### config.mk
export PLATFORM = sky130hd
export DESIGN_NAME = flash_boot_loader
export DESIGN_NICKNAME = d
export VERILOG_FILES = /design/src/rtl/flash_boot_loader.sv
export SDC_FILE = /design/constraint.sdc
export NUM_CORES = 1
export LEC_CHECK = 0
export CAP_MARGIN = 20
export CELL_PAD_IN_SITES_DETAIL_PLACEMENT = 1
export CELL_PAD_IN_SITES_GLOBAL_PLACEMENT = 1
export CORE_MARGIN = 1
export CORE_UTILIZATION = 46
export DETAILED_ROUTE_END_ITERATION = 16
export PLACE_DENSITY_LB_ADDON = 0.1
export SLEW_MARGIN = 20
export SYNTH_ARGS = -nofsm -noshare
export SYNTH_HDL_FRONTEND = slang
export SYNTH_SLANG_ARGS = --single-unit
export TNS_END_PERCENT = 100
### constraint.sdc
create_clock -name wb_clk -period 5.2 [get_ports wb_clk]
set_input_delay 0.78 -clock wb_clk [delete_from_list [all_inputs] [get_ports wb_clk]]
set_output_delay 0.78 -clock wb_clk [all_outputs]
set_load 0.01 [all_outputs]
### src/rtl/flash_boot_loader.sv
// ---------------------------------------------------------------------------
// flash_boot_loader
//
// Post-reset boot sequencer. Issues a single SPI NOR READ (0x03) at
// FLASH_BASE, streams BOOT_WORDS little-endian 32-bit words out of the flash
// and writes each one into on-chip RAM through a Wishbone write master. The
// CPU is held in reset until the copy has finished. While a RAM write is
// pending, SCK is parked low with CSn still asserted, so the flash read
// stream pauses and resumes without a new command.
//
// Optional feature (macro FLASH_BOOT_CHECKSUM_EN): a modulo-2^32 sum of all
// written words is compared against one extra trailer word read from flash.
// On a mismatch, o_boot_err is raised and the CPU stays in reset.
//
// Ports:
//   wb_clk        system clock
//   i_rstn        asynchronous active-low reset
//   i_boot_en     sampled in IDLE: 1 = copy image, 0 = skip straight to DONE
//   o_flash_SCK   SPI clock (mode 0)
//   o_flash_CSn   flash chip select, active low
//   o_flash_MOSI  SPI data to flash, MSB first
//   i_flash_MISO  SPI data from flash
//   o_wb_adr      RAM word address (word index)
//   o_wb_dat      RAM write data
//   o_wb_sel      byte enables, 4'hF while o_wb_cyc=1
//   o_wb_we       write strobe, equal to o_wb_cyc
//   o_wb_cyc      combined cyc/stb bus request
//   i_wb_ack      write acknowledge (ignored outside WRITE)
//   o_cpu_rst     CPU reset, active high
//   o_done        boot finished
//   o_boot_err    checksum failure (tied 0 without FLASH_BOOT_CHECKSUM_EN)
// ---------------------------------------------------------------------------
module flash_boot_loader #(
    parameter logic [23:0] FLASH_BASE = 24'h10_0000,
    parameter int          BOOT_WORDS = 2048,
    parameter int          CLK_DIV    = 2,
    parameter int          AW         = 11
) (
    input  logic          wb_clk,
    input  logic          i_rstn,
    input  logic          i_boot_en,
    output logic          o_flash_SCK,
    output logic          o_flash_CSn,
    output logic          o_flash_MOSI,
    input  logic          i_flash_MISO,
    output logic [AW-1:0] o_wb_adr,
    output logic [31:0]   o_wb_dat,
    output logic [3:0]    o_wb_sel,
    output logic          o_wb_we,
    output logic          o_wb_cyc,
    input  logic          i_wb_ack,
    output logic          o_cpu_rst,
    output logic          o_done,
    output logic          o_boot_err
);

    typedef enum logic [2:0] {
        S_IDLE, S_CMD, S_DATA, S_WRITE, S_FINISH, S_DONE
    } state_t;

    localparam logic [7:0]    DIV_LAST = 8'(CLK_DIV - 1);
    localparam logic [AW-1:0] LAST_IDX = AW'(BOOT_WORDS - 1);
    localparam logic [7:0]    READ_CMD = 8'h03;

    state_t          state_q, state_d;
    logic [7:0]      div_q, div_d;      // cycles elapsed in the current SCK phase
    logic [5:0]      bit_q, bit_d;      // bits completed (counted on falling edges)
    logic [31:0]     cmd_q, cmd_d;      // command shifter; MOSI is its MSB
    logic [6:0]      byte_q, byte_d;    // first 7 bits of the byte in flight
    logic [31:0]     word_q, word_d;    // assembled word, doubles as write data
    logic [AW-1:0]   idx_q, idx_d;
    logic            sck_q, sck_d;
    logic            csn_q, csn_d;
    logic            cyc_q, cyc_d;
    logic            done_q, done_d;
    logic            cpu_rst_q, cpu_rst_d;
`ifdef FLASH_BOOT_CHECKSUM_EN
    logic [31:0]     sum_q, sum_d;
    logic            trailer_q, trailer_d;  // current DATA word is the checksum
    logic            err_q, err_d;
`endif

    logic div_tick;
    assign div_tick = (div_q == DIV_LAST);

    // NOTE: every signal written here gets its default first, so no path can
    // leave one unassigned and infer a latch.
    always_comb begin
        state_d   = state_q;
        div_d     = div_q;
        bit_d     = bit_q;
        cmd_d     = cmd_q;
        byte_d    = byte_q;
        word_d    = word_q;
        idx_d     = idx_q;
        sck_d     = sck_q;
        csn_d     = csn_q;
        cyc_d     = cyc_q;
        done_d    = done_q;
        cpu_rst_d = cpu_rst_q;
`ifdef FLASH_BOOT_CHECKSUM_EN
        sum_d     = sum_q;
        trailer_d = trailer_q;
        err_d     = err_q;
`endif
        case (state_q)
            S_IDLE: begin
                if (i_boot_en) begin
                    csn_d   = 1'b0;
                    cmd_d   = {READ_CMD, FLASH_BASE};
                    div_d   = '0;
                    bit_d   = '0;
                    state_d = S_CMD;
                end else begin
                    done_d    = 1'b1;
                    cpu_rst_d = 1'b0;
                    state_d   = S_DONE;
                end
            end
            S_CMD: begin
                if (div_tick) begin
                    div_d = '0;
                    sck_d = ~sck_q;
                    if (sck_q) begin
                        // Falling edge: present the next command bit. After 32
                        // shifts the register is empty, so MOSI idles at 0.
                        cmd_d = {cmd_q[30:0], 1'b0};
                        if (bit_q == 6'd31) begin
                            bit_d   = '0;
                            state_d = S_DATA;
                        end else begin
                            bit_d = bit_q + 6'd1;
                        end
                    end
                end else begin
                    div_d = div_q + 8'd1;
                end
            end
            S_DATA: begin
                if (div_tick) begin
                    div_d = '0;
                    if (!sck_q && bit_q == 6'd32) begin
                        // Final low phase after the 32nd bit has elapsed.
`ifdef FLASH_BOOT_CHECKSUM_EN
                        if (trailer_q) begin
                            state_d = S_FINISH;
                        end else begin
                            cyc_d   = 1'b1;
                            state_d = S_WRITE;
                        end
`else
                        cyc_d   = 1'b1;
                        state_d = S_WRITE;
`endif
                    end else begin
                        sck_d = ~sck_q;
                        if (!sck_q) begin
                            // Rising edge: sample MISO. Completed bytes shift in
                            // from the top so the first byte ends in [7:0].
                            byte_d = {byte_q[5:0], i_flash_MISO};
                            if (bit_q[2:0] == 3'd7)
                                word_d = {byte_q, i_flash_MISO, word_q[31:8]};
                        end else begin
                            bit_d = bit_q + 6'd1;
                        end
                    end
                end else begin
                    div_d = div_q + 8'd1;
                end
            end
            S_WRITE: begin
                if (i_wb_ack) begin
                    cyc_d = 1'b0;
                    div_d = '0;
                    bit_d = '0;
`ifdef FLASH_BOOT_CHECKSUM_EN
                    sum_d = sum_q + word_q;
`endif
                    if (idx_q == LAST_IDX) begin
`ifdef FLASH_BOOT_CHECKSUM_EN
                        trailer_d = 1'b1;
                        state_d   = S_DATA;
`else
                        state_d   = S_FINISH;
`endif
                    end else begin
                        idx_d   = idx_q + AW'(1);
                        state_d = S_DATA;
                    end
                end
            end
            S_FINISH: begin
                if (div_tick) begin
                    csn_d     = 1'b1;
                    done_d    = 1'b1;
                    state_d   = S_DONE;
`ifdef FLASH_BOOT_CHECKSUM_EN
                    err_d     = (word_q != sum_q);
                    cpu_rst_d = (word_q != sum_q);
`else
                    cpu_rst_d = 1'b0;
`endif
                end else begin
                    div_d = div_q + 8'd1;
                end
            end
            default: ;  // S_DONE is terminal until reset
        endcase
    end

    // NOTE: state registers use non-blocking assignments so all flops update
    // together from the values computed before the edge.
    always_ff @(posedge wb_clk or negedge i_rstn) begin
        if (!i_rstn) begin
            state_q   <= S_IDLE;
            div_q     <= '0;
            bit_q     <= '0;
            cmd_q     <= '0;
            byte_q    <= '0;
            word_q    <= '0;
            idx_q     <= '0;
            sck_q     <= 1'b0;
            csn_q     <= 1'b1;
            cyc_q     <= 1'b0;
            done_q    <= 1'b0;
            cpu_rst_q <= 1'b1;
`ifdef FLASH_BOOT_CHECKSUM_EN
            sum_q     <= '0;
            trailer_q <= 1'b0;
            err_q     <= 1'b0;
`endif
        end else begin
            state_q   <= state_d;
            div_q     <= div_d;
            bit_q     <= bit_d;
            cmd_q     <= cmd_d;
            byte_q    <= byte_d;
            word_q    <= word_d;
            idx_q     <= idx_d;
            sck_q     <= sck_d;
            csn_q     <= csn_d;
            cyc_q     <= cyc_d;
            done_q    <= done_d;
            cpu_rst_q <= cpu_rst_d;
`ifdef FLASH_BOOT_CHECKSUM_EN
            sum_q     <= sum_d;
            trailer_q <= trailer_d;
            err_q     <= err_d;
`endif
        end
    end

    assign o_flash_SCK  = sck_q;
    assign o_flash_CSn  = csn_q;
    assign o_flash_MOSI = cmd_q[31];
    assign o_wb_adr     = idx_q;
    assign o_wb_dat     = word_q;
    assign o_wb_sel     = cyc_q ? 4'hF : 4'h0;
    assign o_wb_we      = cyc_q;
    assign o_wb_cyc     = cyc_q;
    assign o_cpu_rst    = cpu_rst_q;
    assign o_done       = done_q;
`ifdef FLASH_BOOT_CHECKSUM_EN
    assign o_boot_err   = err_q;
`else
    assign o_boot_err   = 1'b0;
`endif

endmodule

; ---- After elaboration in Yosys (flattened, before gate mapping)
; Index checks and enable logic that the tools add are counted.
[word_totals]
register_bits = 104
latch_bits = 0
mem_bits_rw = 0
romBits = 0
inputBits = 5
word_cells = 106
memories = 0
[op_classes]
n_addsub = 3
mul = 0
div = 0
magnitude_cmp = 0
eq_ne = 21
shift = 0
mux = 45
n_bitwise = 3
reduce_logical = 22
[ops]
columns = cell, n
row1 = $mux W32, 3
row2 = $pmux W32 S2, 1
row3 = $mux W6, 8
row4 = $mux W8, 4
row5 = $pmux W8 S4, 1
row6 = $mux W3, 9
row7 = $ne A2 B2 Y1 const B, 12
row8 = $pmux W6 S4, 1
row9 = $reduce_and A4 Y1, 5
row10 = $reduce_and A8 Y1, 2
row11 = $pmux W3 S5, 1
row12 = $add A11 B1 Y11 const B, 1
row13 = $eq A11 B11 Y1 const B, 1
row14 = $mux W1, 11
row15 = $pmux W1 S2, 5
row16 = $reduce_and A3 Y1, 3
row17 = $add A8 B1 Y8 const B, 1
row18 = $eq A8 B1 Y1 const B, 1
row19 = $reduce_bool A2 Y1, 4
row20 = $reduce_bool A4 Y1, 2
row21 = $add A6 B1 Y6 const B, 1
row22 = $eq A3 B2 Y1 const B, 2
row23 = $eq A3 B3 Y1 const B, 2
row24 = $eq A6 B5 Y1 const B, 1
row25 = other kinds (10), 12

; ---- Logic depth before layout (Yosys ltp)
; Gate-level depths: netlist of the first run.
[logic_depth]
ltp_word = 5
ltp_mapped = 9

; ---- Least setup slack after synthesis of the first run
; OpenSTA, ideal clock, no wires.
[synth_timing]
path_type = register to register
start = register div_q[1]
end = register word_q[0], in the netlist o_wb_dat[0]
arrival_time_ns = 1.990
setup_slack_ns = 3.085
stages_incl_launch_ff = 9
synth_period_minus_slack_ns = 2.115
cell_sequence = dfrtp_1 > inv_1 > ha_1 > nor4b_4 > nand2_2 > nor4b_4 > nand2_4 > buf_6 > mux2_4
[synth_via]
elab_chain_len = 2
[synth_lines]
columns = element, line
row1 = from (decl), 66  ; logic [7:0] div_q, div_d;
row2 = from (signal assigned), 234  ; div_q <= div_d;
row3 = $eq A8 B1 Y1, 84  ; assign div_tick = (div_q == DIV_LAST);
row4 = $reduce_and A5 Y1 (no source line), --
row5 = to (signal assigned), 238  ; word_q <= word_d;
row6 = to (decl), 70  ; logic [31:0] word_q, word_d;
; No other way between the ends.
; A chain may end at the register's enable or synchronous reset.

; ---- Worst setup path after layout of the first run
[layout_timing]
start = register div_q[1]
end = register word_q[19], in the netlist o_wb_dat[19]
; Same word-level chain as after synthesis.

==> impl_metrics.toml, run 1 <==
[layout]
multi_input_area_um2 = 1660
seq_area_um2 = 2100
n_fill_cell = 855
final_area_um2 = 4710
area_growth_pct = 20.2
n_antenna_cell = 0
drive_above_1_share_pct = 18.1
layout.nets = 398

[logic_synthesis]
synth_area_leaders = "dfrtp_1 52%, mux2_4 11%, nand2_1 4.8%"
synth_edf_count = 0
synth_area_um2 = 3920
yosys_warnings = 0
yosys-top-cells-count = "82 x dfrtp_1, 50 x nand2_1, 30 x mux2_4"
ys.flop_type = "dfrtp_1"
avgSynthCellArea_um2 = 11.7
syn_nets = 346
synth_top_area_cell = "dfrtp_1"
syn_inst = 335
synth_cell_types = 50
ys_seq_area_share_pct = 53.7
synth_top_area_share_pct = 52.4
yosysMostFrequentCell = "dfrtp_1"
ys_async_sr_fraction_pct = 100
ys_seq_elements = 84

[detailed_routing]
drcViolationCount = 0
routed_wirelength_um = 8150
ant_nets = 0
post_drt_via_cell_ratio = 5.36
wl_per_cell_um = 16.4
drtIter0Drc = 67
drt-pass1-iter-count = 4
num_vias = 2665

[sta]
relSlewSlack_pct = 55.8
fin_tns_setup_ps = 0
finalSetupViolations = 0
tightest_slew_ps = 663
maxSlewViolCount = 0
clock.fmax_mhz = 359
rsz0062_at_grt = "false"
fin_ws_ps = 2420
period_share_pct = 53.5
finalHoldViolCount = 0
period_needed_ps = 2780
clock_skew_ps = 13.2

[pwr]
power_mw = 1.11
power.density_nw_per_um2 = 236
leakage_nw = 2.28
irDropWorstVdd_mv = 0.103

[clock_tree]
root_buffer = "clkbuf_8"
cts_sinks = 84
htreeDepth = 3
cts.path.max_buffers = 2
cts-resized-gates = 0
hold_buffers = 0
cts_tree = "done"
postCtsSetupBuffers = 0
clkTransAtPathRegs_ps = 90
numCtsBuffers = 9
clkLatencyLatePin_ps = 360

[hold_path]
min_path_type = "in2async"

[placement]
place_area_um2 = 4520
io_buffers = 58
routabilityCongestion = 0.776
dp_slack_ps = 2430
detailed_place_hpwl_um = 5720

[floorplanning]
chipWidth_um = 94.3
dieArea_um2 = 8890
start_util_pct = 47.7
rows = 33
core_area_um2 = 8220
io_pins = 60
die_y_um = 94.3

[global_route]
overflow = 0
grt_max_degree = 45
antenna_found_initial = 0
grt_pass1_vias = 2725
grt_pass1_wl_um = 13600
grt_use_total_pct = 20.0

[worst_setup_path]
critPathRequiredTime_ps = 5440
start_kind = "flip-flop"
crit_type = "reg2reg"
cp.arrival_ps = 3030
path_max_fanout = 32
worst_setup_path_end_kind = "flip-flop"

[outcome]
outcome = "finished, final reports clean"

[run]
max-cap-violations = 0
==> final cells by class <==
class / instances / area share, %
sequential: 84 / 44.7
timing repair buffer: 60 / 12.6
inverter: 8 / 0.638
clock buffer: 10 / 2.92
clock inverter: 6 / 1.01
tap: 105 / 2.79
multi-input combinational: 224 / 35.3
==> per-layer routing <==
| layer | track usage [%] | part of all wire [%] | vias to the layer above |
|---|---|---|---|
| met5 | 0 | 0 | - |
| met4 | 6.92 | 1.5 | 0 |
| met1 | 26.9 | 49 | 1333 |
| met3 | 3.72 | 2.9 | 11 |
| li1 | - | - | 1269 |
| met2 | 32.5 | 47 | 52 |
==> power by group <==
part / switching [mW] / internal, mW
Clock: 0.249 / 0.190
Sequential: 0.000539 / 0.653
Combinational: 0.0153 / 0.00534
Total: 0.265 / 0.849
==> path summary, 6_finish.rpt <==
check,startpoint,end,slack (ps),depth (start not counted)
worst max register to register,div_q[1]$_DFFE_PN0P_,o_wb_dat[19]$_DFFE_PN0P_,2420,7
min in group wb_clk,o_done$_DFFE_PN0P_,o_done$_DFFE_PN0P_,480,1
worst min-delay path,i_rstn,o_wb_dat[1]$_DFFE_PN0P_,390,1
max in group asynchronous,i_rstn,div_q[1]$_DFFE_PN0P_,3840,2
worst min register to register,o_done$_DFFE_PN0P_,o_done$_DFFE_PN0P_,480,1
worst max-delay path,div_q[1]$_DFFE_PN0P_,o_wb_dat[19]$_DFFE_PN0P_,2420,7
==> flip-flops by register name (all words and copies together) (netlist names) <==
name         count
state_q          3
o_cpu_rst        1
cmd_q           12
o_wb_cyc         1
o_flash_CSn      1
bit_q            6
o_wb_dat        32
o_done           1
o_flash_SCK      1
byte_q           7
o_wb_adr        11
div_q            8
==> metrics by stage <==
step	util, %	hold WS, ps	std cells
3_5_place_dp	55.0	460	481
3_3_place_gp	55.0	455	481
4_1_cts	57.3	402	497
5_1_grt	57.3	420	497
6_report	57.3	389	497
2_1_floorplan	-	447	335
==> layout by cell type (no fill, tap or decap), drive strengths merged, types with 3 or more instances in the layout <==
cell,synthesis,layout
xnor2,8,8
clkdlybuf4s50,0,57
clkinv,0,4
a21oi,4,4
o21ai,29,29
nand4,9,9
clkbuf,8,10
and3,5,5
buf,11,3
dfrtp,82,82
xor2,5,5
nor3,5,5
ha,6,6
nand2b,3,3
nand2,52,52
nand3,10,10
nor2,13,13
inv,8,9
mux2,42,42
==> worst max-delay path, stage by stage, from the launching register on <==
cell and delay, ps:
dfrtp_1 420, inv_1 70, ha_1 130, nor4b_4 260
nand2_2 230, nor4b_4 640, nand2_4 470, mux2_4 430
==> cell families after synthesis <==
| group | synth area share [%] |
|---|---|
| multiplexers | 15.5 |
| XOR/XNOR | 2.91 |
| other | 0.0957 |
| adder cells (fa/ha/maj) | 1.92 |
| flip-flops | 53.7 |
| AO/OA/AOI/OAI | 7.12 |
| buffers and inverters | 3.80 |
| AND/OR/NAND/NOR | 15.0 |
(Power assumes the default switching activity.)
==> inputs of run 2 (changes only) <==
Settings changed: CORE_UTILIZATION 46 to 39.
Clock period 5.2 ns to 2.4 ns, I/O delays scaled along.
==> impl_metrics.toml, run 2 (synthesis results as in run 1) <==
[worst_setup_path]
r2r-end = "bit_q[4]$_DFFE_PN0P_"
critical_path_buf_inv_count = 2
crit_family = "simple AND/OR/NAND/NOR gates"
start_kind = "flip-flop"
critPathRequiredTime_ps = 2690
critPathSlowestCell = "dfrtp_1"
path_max_fanout = 9
rr_worst_depth = 8
reg2reg_slack_ps = 220
crit_cells = 8
cp-endpoint = "bit_q[4]$_DFFE_PN0P_"
startpoint = "div_q[1]$_DFFE_PN0P_"
crit_type = "reg2reg"
worst_setup_path_end_kind = "flip-flop"
crit_chain = "inv_1 > ha_1 > nor4b_4 > nand2_2 > a221o_1 > buf_4 > or4_1 > nand2_1"
reg2reg_from = "div_q[1]$_DFFE_PN0P_"
cp.arrival_ps = 2470
slowest_delay_ps = 410

[layout]
utilization_pct = 49.5
final_cell_mix = "82 x dfrtp_1, 57 x clkdlybuf4s50_1, 50 x nand2_1"
layout.nets = 404
drive_above_1_share_pct = 19.3
area_growth_pct = 23.5
final_area_um2 = 4840
largest_reg_flops = 32
n_antenna_cell = 0
mostFrequentLayoutCell = "dfrtp_1"

[placement]
routabilityCongestion = 0.771
io_buffers = 58
place_area_um2 = 4620
dp_slack_ps = 224
detailed_place_hpwl_um = 5440

[pwr]
irDropWorstVdd_mv = 0.290
leakage_nw = 2.32
power.density_nw_per_um2 = 515

[global_route]
use_met2_pct = 25.7
antenna_found_initial = 0
grt-busiest-layer = "met2"
grt_max_degree = 49
grt_pass1_wl_um = 13500
grt_use_total_pct = 16.7
grtUsageMet3_pct = 2.80
grt_pass1_vias = 2722
overflow = 0
use_met1_pct = 22.9

[floorplanning]
rows = 36
chipWidth_um = 102
io_pins = 60
core_area_um2 = 9770
die_y_um = 102
start_util_pct = 40.1
dieArea_um2 = 10500

[sta]
period_needed_ps = 2180
finalHoldViolCount = 0
fin_ws_ps = 220
rsz0062_at_grt = "false"
period_share_pct = 90.8
maxSlewViolCount = 0
clock.fmax_mhz = 459
relSlewSlack_pct = 58.6
tightest_slew_ps = 621
finalSetupViolations = 0
clock_skew_ps = 11.7
fin_tns_setup_ps = 0

[clock_tree]
clkTransAtPathRegs_ps = 80
htreeDepth = 3
clkLatencyLatePin_ps = 350
cts.path.max_buffers = 2
cts_tree = "done"
postCtsSetupBuffers = 0
root_buffer = "clkbuf_8"
cts_sinks = 84
numCtsBuffers = 9

[detailed_routing]
post_drt_via_cell_ratio = 5.00
wl_per_cell_um = 14.7
routed_wirelength_um = 7820
drtIter0Drc = 42
drt-pass1-iter-count = 4
ant_nets = 0
num_vias = 2655
drcViolationCount = 0

[outcome]
outcome = "finished, final reports clean"

[hold_path]
min_path_type = "reg2reg"

[run]
max-cap-violations = 0
## run 2: how the worst min path moves through the flow
stage / startpoint / to / slack (ps) / cells after the start
global route: o_cpu_rst$_DFFE_PN1P_ / o_cpu_rst$_DFFE_PN1P_ / 500 / 1
detailed placement: i_rstn / o_wb_dat[6]$_DFFE_PN0P_ / 370 / 1
finish: o_flash_CSn$_DFFE_PN1P_ / o_flash_CSn$_DFFE_PN1P_ / 480 / 2
CTS: cmd_q[20]$_DFFE_PN0P_ / cmd_q[20]$_DFFE_PN0P_ / 480 / 2
global placement: i_rstn / o_wb_dat[6]$_DFFE_PN0P_ / 360 / 1
floorplan: i_rstn / bit_q[0]$_DFFE_PN0P_ / 60 / 0
## run 2: final cells by class
type,instances,area [µm²]
clock buffers,11,141
clock inverters,5,58.8
fillers,1064,4940
inverters,8,30.0
multi-input cells,224,1670
flip-flops and latches,84,2100
well taps,133,166
repair buffers,66,666
## run 2: power by group
part	switching, mW	internal [mW]	leakage (nW)
combinational	0.0338	0.0149	1.16
clock	0.514	0.512	0.0959
sequential	0.00113	1.42	1.06
## run 2: metal layers
layer / routed length [µm] / vias up / part of all wire (%)
met3: 241 / 11 / 3.1
met1: 3880 / 1319 / 50
li1: - / 1276 / -
met5: 0 / - / 0
met4: 127 / 0 / 1.6
met2: 3570 / 49 / 46
## run 2: metrics by stage
stage,hold WS [ps],power [mW],instances
global placement,362,1.50,514
global route,505,2.59,531
CTS,484,2.54,531
floorplan,64.4,1.45,335
detailed placement,367,1.50,514
finish,480,2.49,531
## run 2: what timing repair did
item                       CTS  global route
gates resized for setup      0             2
hold endpoints to repair    35             0
setup endpoints to repair    0             2
hold buffers                 1             0
## run 2: tightest hold or removal path, delay by kind of cell (launching register included)
family	cells	cell delay, ps
and+or+nand+nor	1	40
DFF	1	370
AOI/OAI and AO/OA	1	60
==> RTL change 1 (settings of run 2) <==
`AW`: 11 -> 10.
--- a/src/rtl/flash_boot_loader.sv
+++ b/src/rtl/flash_boot_loader.sv
@@ -34,7 +34,7 @@
     parameter logic [23:0] FLASH_BASE = 24'h10_0000,
     parameter int          BOOT_WORDS = 2048,
     parameter int          CLK_DIV    = 2,
-    parameter int          AW         = 11
+    parameter int          AW         = 10
 ) (
     input  logic          wb_clk,
     input  logic          i_rstn,
Ports: changed (resized o_wb_adr); port bits go from 60 to 59. The function was not compared with the original's and may differ.
==> RTL change 1 against run 2 <==
- largest cell class unchanged
- utilization grew 0.43 points
- design area is 5.1% lower
- sequential cell count is 1 lower
- synthesized area decreased by 5.8%
- worst setup slack lost 24 ps
- critical endpoint is now div_q[5]
- routed wire length shrank 4.7%
Power is not compared: it rests on default switching activity, and its combinational part moved more than twofold at a synthesized area within 25%.
==> RTL change 1: results (changes against run 2) <==
top cells by count, synth = dfrtp_1, mux2_2, nand2_1
met1 Use GR = 23.4% (+0.51 points)
final hold slack = 412 ps (-68.5 ps)
Post-CTS Setup Bufs = 0 (unchanged)
layout cells sized above 1 = 19.6% (+0.29 points)
IO Port Bufs = 57 (-1.7%)
Worst Path Arrival = 2420 ps (-50 ps)
met3 global-route usage = 3.58% (+0.78 points)
DR vias/cell = 5.27 (+5.4%)
total track usage = 16.9% (+0.20 points)
final net count = 388 (-4.0%)
DRT iter0 DRCs = 55 (+31%)
Placer Congestion = 0.745 (-3.3%)
routed wire length = 7450 um (-4.7%)
Syn Area/Cell = 11.8 um2 (+0.52%)
Met3 Wirelength = 218 um (-9.5%)
Worst-Skew Late Latency = 350 ps (about the same)
FF-to-FF setup slack = 200 ps (-20 ps)
final std cells w/o fill = 493 (-7.2%)
slowest cell delay on critical path = 550 ps (+140 ps)
Seq power = 1810 uW
placed cell areas = 4400 um2 (-4.9%)
clk_skew = 8.74 ps (-2.97 ps)
Clock Path Buffers = 2 (unchanged)
slowest cell on the critical path = or4_4
met2 usage = 26.2% (+0.52 points)
Max-Slew Margin vs Limit = 59.4% (+0.80 points)
vias in the first global route = 2654 (-2.5%)
Synth cell types = 44 (-12%)
hpwl dp = 5260 um (-3.4%)
Critical Path Fanout Max = 6 (-3)
Post-CTS Resized = 0 (unchanged)
pin count of the biggest net entering global routing = 68 (+39%)
sequential area share after synthesis = 56.3% (+2.6 points)
placed insts = 476 (-7.4%)
status = finished, final reports clean
dominant cells by area after synthesis = dfrtp_1, mux2_2, nand2_1
Pre-antenna DRT Iters = 4 (unchanged)
worst setup path startpoint = div_q[5]
Critical Path Sink = div_q[5]
met1 WL = 3700 um (-4.5%)
Mapped Nets = 325 (-6.1%)
Hold Crit Class = in2async
global-route wire length before repair = 13200 um (-1.7%)
met2 wire length = 3420 um (-4.4%)
fillers = 1004 (-5.6%)
[RTL change 1: final cells by class]
class                      instances  area, um2  share of cell area (%)
sequential                        83       2080                    45.3
clock inverter                     6       47.5                    1.04
clock buffer                      10        138                    3.00
inverter                           5       18.8                   0.409
timing repair buffer              68        666                    14.5
tap                              111        139                    3.03
multi-input combinational        210       1500                    32.7
[RTL change 1: cells by family (layout without fill, tap and decap cells)]
family                   after synthesis  in the layout  share of synthesized area [%]
AO/OA/AOI/OAI                         46             46                           8.34
XOR/XNOR                              10             10                           2.37
adder cells (fa/ha/maj)                6              6                           2.03
buffers and inverters                 21             89                           2.95
flip-flops                            83             83                           56.3
multiplexers                          43             43                           13.1
other                                  1              1                          0.102
AND/OR/NAND/NOR                      104            104                           14.8
[RTL change 1: through the flow]
step / setup WS (ps) / power, uW
2_1_floorplan: 305 / 2480
3_3_place_gp: 173 / 2880
3_5_place_dp: 106 / 2920
4_1_cts: 180 / 3890
5_1_grt: 61.2 / 4100
6_report: 196 / 3820
==> RTL change 2 (flow settings as in run 2) <==
Made on the original files. The 6 states of `state_t` get a one-hot encoding in 6 bits.
--- a/src/rtl/flash_boot_loader.sv
+++ b/src/rtl/flash_boot_loader.sv
@@ -54,8 +54,8 @@
     output logic          o_boot_err
 );
 
-    typedef enum logic [2:0] {
-        S_IDLE, S_CMD, S_DATA, S_WRITE, S_FINISH, S_DONE
+    typedef enum logic [5:0] {
+        S_IDLE = 6'b000001, S_CMD = 6'b000010, S_DATA = 6'b000100, S_WRITE = 6'b001000, S_FINISH = 6'b010000, S_DONE = 6'b100000
     } state_t;
 
     localparam logic [7:0]    DIV_LAST = 8'(CLK_DIV - 1);
Formal check against the unedited RTL: same outputs for any inputs over 4 cycles, from zero or initial values and one cycle with i_rstn low; so few cycles prove little.
==> RTL change 2 against run 2 <==
- the flow now finishes with violations (hold timing)
- sequential cell count increased by 3
- maximum frequency is 2.8% lower
- combinational power decreased by 8.2%
- synthesized area increased by 4.8%
- worst setup slack got worse by 63 ps
- power is 3.0% higher
- global-route usage is 0.11 points higher
- routed wire length rose by 9.3%
- utilization down 0.38 points
- first-iteration DRC count increased by 24%
- design area rose by 4.3%
- synthesized cell count is 6.3% higher
- highest routed layer unchanged
==> RTL change 2: results (changes against run 2) <==
status = finished with violations
failing checks = hold timing
hpwl dp = 6040 um (+11%)
cts bufs inserted = 9 (unchanged)
Critical Path Fanout Max = 10 (+1)
Max Used Layer = met4
sequential area share after synthesis = 53.1% (-0.61 points)
dominant cells by area after synthesis = dfrtp_1, mux2_2, nand3_1
Peak VDD IR = 294 uV (+1.4%)
worst setup path startpoint = state_q[2]
vias in the first global route = 2946 (+8.2%)
CTS Root Buffer Type = clkbuf_8
H-tree Lvls = 3 (unchanged)
slowest cell on the critical path = dfrtp_1
initial antenna violation count = 0 (unchanged)
final net count = 429 (+6.2%)
Clock transition at path regs = 90 ps
top_reg_cell synth = dfrtp_1
Final Hold Vio Count = 7 (+7)
top cells by count, synth = dfrtp_1, mux2_2, nand2_1
Max-Slew Margin vs Limit = 60.6% (+2.0 points)
pin count of the biggest net entering global routing = 47 (-4.1%)
global-route wire length before repair = 14800 um (+10%)
internal power = 1970 uW (+1.6%)
final hold slack = -12.3 ps (-493 ps)
DR vias/cell = 5.08 (+1.6%)
DRT iter0 DRCs = 52 (+24%)
layout cells sized above 1 = 20.3% (+0.98 points)
Hold Crit Class = in2async
met1 WL = 4160 um (+7.1%)
Met3 Wirelength = 179 um (-26%)
ant diodes = 0 (unchanged)
Mapped Nets = 367 (+6.1%)
Synth cell types = 58 (+16%)
Placer Congestion = 0.818 (+6.1%)
total track usage = 16.8% (+0.11 points)
synthesis warning total = 0 (unchanged)
Worst Path Arrival = 2480 ps
Pre-antenna DRT Iters = 6 (+2)
clk_skew = 11.7 ps (+0.0170 ps)
met2 wire length = 4100 um (+15%)
P_leak = 0.00227 uW (-2.4%)
routed wire length = 8550 um (+9.3%)
slowest cell delay on critical path = 530 ps (+120 ps)
## RTL change 2: cell count changes in the layout (fill, tap and decap cells not counted), moves of 3 or more
cell / before / now
mux2_4: 30 / 2
mux2_2: 12 / 36
nand3_1: 10 / 31
nand2_1: 50 / 35
o21ai_0: 29 / 16
inv_1: 8 / 18
a211oi_1: 0 / 8
buf_4: 6 / 13
nand4_1: 9 / 2
mux2_1: 0 / 4
a21oi_1: 4 / 1
nand2b_1: 3 / 0
## RTL change 2: metal layers
metal  track usage [%]  up-vias
met1              23.2     1427
met2              27.0       31
met5                 0        -
met4              5.43        0
li1                  -     1374
met3              2.87        8
## RTL change 2: area by class of cell
cell class / count / area (um2)
repair buffers: 72 / 708
clock buffers: 9 / 124
flip-flops and latches: 87 / 2180
multi-input cells: 230 / 1720
well taps: 136 / 170
fillers: 1112 / 5230
clock inverters: 7 / 77.6
inverters: 18 / 67.6
## RTL change 2: stage by stage
| stage | hold WS, ps | cells | setup WS (ps) | utilization [%] | instance area [um2] |
|---|---|---|---|---|---|
| finish | -12.3 | 559 | 157 | 49.1 | 5050 |
| global route | 25.1 | 559 | 53.9 | 49.1 | 5050 |
| CTS | 4.03 | 557 | 68.9 | 49.0 | 5030 |
| detailed placement | 397 | 541 | 130 | 47.0 | 4830 |
| global placement | 400 | 541 | 195 | 47.0 | 4830 |
| floorplan | 64.4 | 356 | 383 | - | 4110 |
## RTL change 2: cell families (layout without fill, tap and decap cells)
logic type	count (synthesis)	after routing	synth area share, %
multiplexers	45	45	12.4
XOR/XNOR	11	11	2.53
adder cells (fa/ha/maj)	6	6	1.83
flip-flops	87	87	53.1
buffers and inverters	39	106	5.03
AO/OA/AOI/OAI	52	52	9.81
AND/OR/NAND/NOR	115	115	15.2
other	1	1	0.0913
## RTL change 2: power groups by stage
stage          Combinational (uW)  Sequential (uW)  Clock [uW]
3_3_place_gp                 47.9             1500           0
5_1_grt                      52.1             1470        1150
4_1_cts                      48.2             1470        1100
6_report                     44.8             1470        1050
3_5_place_dp                 48.1             1500           0
2_1_floorplan                3.79             1500           0
## RTL change 2: timing repair
item                       4_1_cts  5_1_grt
buffers inserted                 0        2
gates resized for setup          0        0
setup endpoints to repair        0        2
## RTL change 2: path summary, 6_finish.rpt
path	endpoint	cells after the start	slack (ps)
setup / recovery	state_q[4]	5	160
setup reg to reg	state_q[4]	5	160
hold reg to reg	o_done	1	470
max in group asynchronous	state_q[0]	2	1700
hold / removal	o_wb_dat[1]	1	-10
min in group wb_clk	o_done	1	470
## RTL change 2: critical path: cells and delay by family (launching register included)
family	cells	cell delay (ps)
mux	1	330
simple gates	2	520
compound gates	2	750
flops	1	530
